[src/rtl/sccb_cfg_sequencer.sv]
// Walks a {sub_addr, data} init table from a synchronous ROM and issues one SCCB write per entry,
// honouring END (16'hFFFF) and millisecond DELAY (sub_addr 8'hFE) pseudo-entries and retrying NACKs.
module sccb_cfg_sequencer #(
   parameter logic [7:0] DEV_ADDR  = 8'h60,
   parameter int          AW        = 8,
   parameter int          MS_TICKS  = 50000,
   parameter int          MAX_RETRY = 3
) (
   input  logic          clk,
   input  logic          rst_n,
   input  logic          cfg_start,
   output logic          cfg_busy,
   output logic          cfg_done,
   output logic          cfg_error,
   output logic [AW-1:0] err_index,
   output logic [AW-1:0] rom_addr,
   input  logic [15:0]   rom_data,
   output logic          sccb_start,
   output logic          sccb_rw,
   output logic [7:0]    sccb_addr,
   output logic [15:0]   sccb_data,
   input  logic          sccb_done,
   input  logic          sccb_ack_error,
   output logic [3:0]    dbg_state
);

   // Handshake: sccb_start is held high for the whole transaction and sccb_data is stable while
   // it is high; the controller ends it with a one-clk sccb_done, sccb_ack_error qualified by it.

   localparam int             TW        = (MS_TICKS > 1) ? $clog2(MS_TICKS) : 1;
   localparam logic [TW-1:0]  TICK_LAST = TW'(MS_TICKS - 1);
   localparam logic [7:0]     MAX_R     = 8'(MAX_RETRY);

   typedef enum logic [3:0] {
      S_IDLE, S_FETCH, S_DECODE, S_WRITE, S_GAP, S_DELAY, S_NEXT, S_DONE, S_FAIL
   } state_t;

   state_t        state, next_state;
   logic [7:0]    retry;
   logic [7:0]    ms_cnt;
   logic [TW-1:0] tick;

   logic is_end, is_delay, delay_zero, last_addr, retry_ok, tick_wrap;

   assign is_end     = (rom_data == 16'hFFFF);
   assign is_delay   = (rom_data[15:8] == 8'hFE);
   assign delay_zero = (rom_data[7:0] == 8'h00);
   assign last_addr  = (rom_addr == {AW{1'b1}});
   assign retry_ok   = (retry < MAX_R);
   assign tick_wrap  = (tick == TICK_LAST);

   assign sccb_rw   = 1'b0;
   assign sccb_addr = DEV_ADDR;
   assign dbg_state = state;

   always_ff @(posedge clk or negedge rst_n) begin
      if (!rst_n) state <= S_IDLE;
      else        state <= next_state;
   end

   always_comb begin
      next_state = state;
      sccb_start = 1'b0;
      cfg_busy   = 1'b1;
      case (state)
         S_IDLE: begin
            cfg_busy = 1'b0;
            if (cfg_start) next_state = S_FETCH;
         end
         S_FETCH:  next_state = S_DECODE;
         S_DECODE: begin
            if (is_end)        next_state = S_DONE;
            else if (is_delay) next_state = delay_zero ? S_NEXT : S_DELAY;
            else               next_state = S_WRITE;
         end
         S_WRITE: begin
            sccb_start = 1'b1;
            if (sccb_done) begin
               if (!sccb_ack_error) next_state = S_NEXT;
               else if (retry_ok)   next_state = S_GAP;
               else                 next_state = S_FAIL;
            end
         end
         S_GAP:   next_state = S_WRITE;
         S_DELAY: if (tick_wrap && ms_cnt == 8'd1) next_state = S_NEXT;
         S_NEXT:  next_state = last_addr ? S_DONE : S_FETCH;
         S_DONE: begin
            cfg_busy   = 1'b0;
            next_state = S_IDLE;
         end
         S_FAIL: begin
            cfg_busy   = 1'b0;
            next_state = S_IDLE;
         end
         default: next_state = S_IDLE;
      endcase
   end

   always_ff @(posedge clk or negedge rst_n) begin
      if (!rst_n) begin
         rom_addr  <= '0;
         sccb_data <= '0;
         retry     <= '0;
         ms_cnt    <= '0;
         tick      <= '0;
         cfg_done  <= 1'b0;
         cfg_error <= 1'b0;
         err_index <= '0;
      end else begin
         case (state)
            S_IDLE: if (cfg_start) begin
               rom_addr  <= '0;
               retry     <= '0;
               cfg_done  <= 1'b0;
               cfg_error <= 1'b0;
               err_index <= '0;
            end
            S_DECODE: begin
               if (is_delay) begin
                  ms_cnt <= rom_data[7:0];
                  tick   <= '0;
               end else if (!is_end) begin
                  sccb_data <= rom_data;
               end
            end
            S_WRITE: if (sccb_done && sccb_ack_error && retry_ok) retry <= retry + 8'd1;
            // One ms unit elapses per tick wrap, so DELAY lasts exactly data*MS_TICKS cycles.
            S_DELAY: begin
               if (tick_wrap) begin
                  tick   <= '0;
                  ms_cnt <= ms_cnt - 8'd1;
               end else begin
                  tick <= tick + TW'(1);
               end
            end
            S_NEXT: begin
               retry <= '0;
               if (!last_addr) rom_addr <= rom_addr + AW'(1);
            end
            default: ;
         endcase
         if (next_state == S_DONE) cfg_done <= 1'b1;
         if (next_state == S_FAIL) begin
            cfg_error <= 1'b1;
            err_index <= rom_addr;
         end
      end
   end

endmodule

[config.mk]
export PLATFORM = sky130hd
export DESIGN_NAME = sccb_cfg_sequencer
export DESIGN_NICKNAME = d
export VERILOG_FILES = /design/src/rtl/sccb_cfg_sequencer.sv
export SDC_FILE = /design/constraint.sdc
export NUM_CORES = 1
export LEC_CHECK = 0
export BUFFER_PORTS_ARGS = -buffer_cell sky130_fd_sc_hd__buf_2
export CORE_MARGIN = 5
export CORE_UTILIZATION = 40
export CTS_CLUSTER_SIZE = 8
export DETAILED_ROUTE_END_ITERATION = 7
export SLEW_MARGIN = 20
export SYNTH_ARGS = -nofsm -noshare
export SYNTH_HDL_FRONTEND = slang
export SYNTH_SLANG_ARGS = --single-unit
[constraint.sdc]
create_clock -name clk -period 3 [get_ports clk]
set_clock_uncertainty 0.05 [all_clocks]
set_input_delay 0.6 -clock clk [delete_from_list [all_inputs] [get_ports clk]]
set_output_delay 0.6 -clock clk [all_outputs]
set_load 0.01 [all_outputs]
==> summary.md <==
| Metric | Value |
|---|---|
| DR vias/cell | `approximately 5.3` |
| Worst skew pair latency | `340 ps` |
| Final setup fails | `0` |
| Critical Setup Path Class | `reg2reg` |
| Avg WL per Cell | `~15 um` |
| Inserted Clock Buffers | `9` |
| Leakage power | `approximately 2 nW` |
| Area share of the leading cell type in the synthesized netlist | `a little under 50%` |
| Worst setup SP type | `register` |
| Rows | `34` |
| Hold WC Path Type | `in2async` |
| Synth area leaders | `dfrtp_1 (49%), mux2_2 (5.0%), nand2_1 (4.1%)` |
| Iter 0 DRT Violations | `98` |
| Root buffer cell | `clkbuf_8` |
| Final Slew Violations | `0` |
| #FFs+latches synth | `70` |
| Async S/R FF share, synth | `100%` |
| Part of the Yosys area used for sequential elements | `roughly half` |
| Cell taking the most area after synthesis | `dfrtp_1` |
| Levels on crit path | `5` |
| Total wire length | `~8.1 mm` |
| Final period utilization | `80.9%` |
| Initial antenna violation count | `0` |
| Max Cap Viol | `0` |
| Hold Buf Count CTS | `0` |
| Status | `finished clean` |
| Peak supply drop | `approximately 0.57 mV` |
| Post-synth cell types | `56` |
| Port Buf Inserts | `60` |
| Avg Synthesized Cell Area | `roughly 9.6 sq um` |
| Largest net degree at the start of global routing | `slightly above 40` |
| Bufs and invs on worst path | `0` |
| First-pass GRT wire length | `about 14 mm` |
| CTS max path bufs | `2` |
| Reg-to-reg startpoint | `tick[10]$_DFFE_PN0P_` |
| Share of post-route cells with drive strength above 1 | `about a quarter` |
| Crit. End Element | `register` |
| N_diodes | `0` |
| DR pass1 iterations | `4` |
| CP max FO | `16` |
| Max Fclk | `a little over 400 MHz` |
| DR DRC count | `0` |
| Gr usage total | `approximately 16%` |
| CTS tree | `yes` |
| CP delay by family, top | `simple AND/OR/NAND/NOR gates` |
| Synthesized instance count | `370` |
| Primary FF master, synth | `dfrtp_1` |
| Maximum level of the CTS H-tree | `3` |
| Starting Density | `between 40% and 50%` |
| Synth Cell Area | `about 0.0036 sq mm` |
| Top-count cell post-synth | `dfrtp_1` |
| CTS sink cnt | `70` |
| Crit-path cells | `or4b_4 -> nor4_4 -> a22oi_2 -> or3_1 -> o21ai_1` |
| Layout fillers | `820` |
| Worst-Margin Slew | `between 700 and 800 ps` |
| Final Critical Period | `2430 ps` |
| Worst reg2reg path depth | `5` |
| Gpl congestion | `around 0.8` |
| Nets | `between 400 and 500` |
| Io pins | `70` |
| Slowest CP cell | `or4b_4` |
| PD cells | `829 mW/mm^2` |
| Clk pin slew, worst setup/hold paths | `80 ps` |
| Core Area | `slightly below 0.009 sq mm` |
| R2r setup slk | `between 500 and 600 ps` |
| Post-synth EDFFs | `0` |
| Final hold viol count | `0` |
| CP max stage delay | `570 ps` |
| Post-CTS sizing | `0` |
| Area Overhead vs Synth | `17.6%` |
| Die area | `between 0.01 and 0.015 sq mm` |
| Vias in the first global route | `between 2,000 and 3,000` |
| Die height | `104 um` |
| TNS Setup | `0 ps` |
| DR vias | `a little under 3,000` |
| Die width | `approximately 100 um` |
| Final Util | `approximately half` |
| Yosys warnings | `0` |
| Post-synth top cells | `dfrtp_1 (70), nand2_1 (39), o21ai_0 (27)` |
| R2r endpoint | `ms_cnt[0]$_DFFE_PN0P_` |
| Unrepaired setup endpoints after global routing | `false` |
| ANT nets after route | `0` |
| Post-CTS setup buffer count | `0` |
| DP HPWL | `just under 6 mm` |
| Max transition margin | `just under 50%` |
| Req. time, crit path | `around 3200 ps` |
| Critical Path AT | `about 2700 ps` |
| Gr ovfl total | `0` |
[cell usage in the layout (no fill, tap or decap), drive strengths merged, types with 3 or more instances in the layout]
cell type	netlist	routed
a211oi	6	6
a21o	4	4
a21oi	21	21
a22oi	3	3
and2	7	7
and3	5	5
buf	15	67
bufinv	0	3
clkbuf	11	11
conb	2	9
dfrtp	70	70
ha	5	5
inv	12	12
mux2	16	16
nand2	39	39
nand3	16	16
nand4	6	6
nor2	26	26
nor3	8	8
nor4	9	9
o21ai	32	32
o21bai	4	4
o22ai	3	3
or3	6	6
xnor2	7	7
[final cells by class]
| class | instances | area, sq um | area share, % |
|---|---|---|---|
| Multi-Input combinational cell | 269 | 1670 | 39.7 |
| Clock buffer | 11 | 141 | 3.37 |
| Clock inverter | 5 | 106 | 2.53 |
| Inverter | 12 | 45.0 | 1.07 |
| Sequential cell | 70 | 1750 | 41.7 |
| Tap cell | 108 | 135 | 3.22 |
| Timing Repair Buffer | 67 | 353 | 8.41 |
[worst max-delay path by stage]
stage | start | slack, ps | to
2_1_floorplan | tick[10]$_DFFE_PN0P_ | 880 | ms_cnt[2]$_DFFE_PN0P_
3_3_place_gp | tick[10]$_DFFE_PN0P_ | 630 | ms_cnt[0]$_DFFE_PN0P_
3_5_place_dp | tick[10]$_DFFE_PN0P_ | 580 | ms_cnt[0]$_DFFE_PN0P_
4_1_cts | tick[10]$_DFFE_PN0P_ | 570 | ms_cnt[0]$_DFFE_PN0P_
5_1_grt | tick[10]$_DFFE_PN0P_ | 390 | ms_cnt[0]$_DFFE_PN0P_
6_report | tick[10]$_DFFE_PN0P_ | 570 | ms_cnt[0]$_DFFE_PN0P_
[logic make-up after synthesis]
logic type | synth area share (%)
DFF | 49.1
other | 0.210
buffers and inverters | 5.19
muxes | 5.61
adders and majority gates | 1.75
and+or+nand+nor | 21.0
AOI/OAI and AO/OA | 15.2
xor gates and xnor gates | 1.96
[per-layer routing]
metal | vias to the layer above | GRT usage [%] | wire (um)
li1 | 1423 | - | -
met1 | 1370 | 21.5 | 3910
met2 | 83 | 24.1 | 3660
met3 | 5 | 6.08 | 523
met4 | 0 | 3.15 | 45
met5 | - | 0 | 0
[state kept, by name, indices dropped and copies added, names as in the netlist]
signal / flops
sccb_data: 16
tick: 16
err_index: 8
ms_cnt: 8
retry: 8
rom_addr: 8
dbg_state: 4
cfg_done: 1
cfg_error: 1
[report_power, final]
part / switching, W / leakage, nW / internal, W / total (W)
registers: 0.000257 / 0.902 / 0.00120 / 0.00145
clock network: 0.000353 / 0.120 / 0.000577 / 0.000930
logic: 0.000570 / 0.935 / 0.000527 / 0.00110
total: 0.00118 / 1.96 / 0.00230 / 0.00348
[stage by stage]
stage                     cells  hold WS (ps)  instance area [sq um]  total power [W]  worst slack (ps)
final                       542           224                   4200          0.00348               572
after global routing        542           248                   4200          0.00374               392
after CTS                   542           240                   4200          0.00352               569
after detailed placement    526           422                   3950          0.00258               580
after global placement      526           410                   3950          0.00256               630
after floorplan             377           254                   3600          0.00217               879
Note: power is estimated with default switching activity, not from simulation.
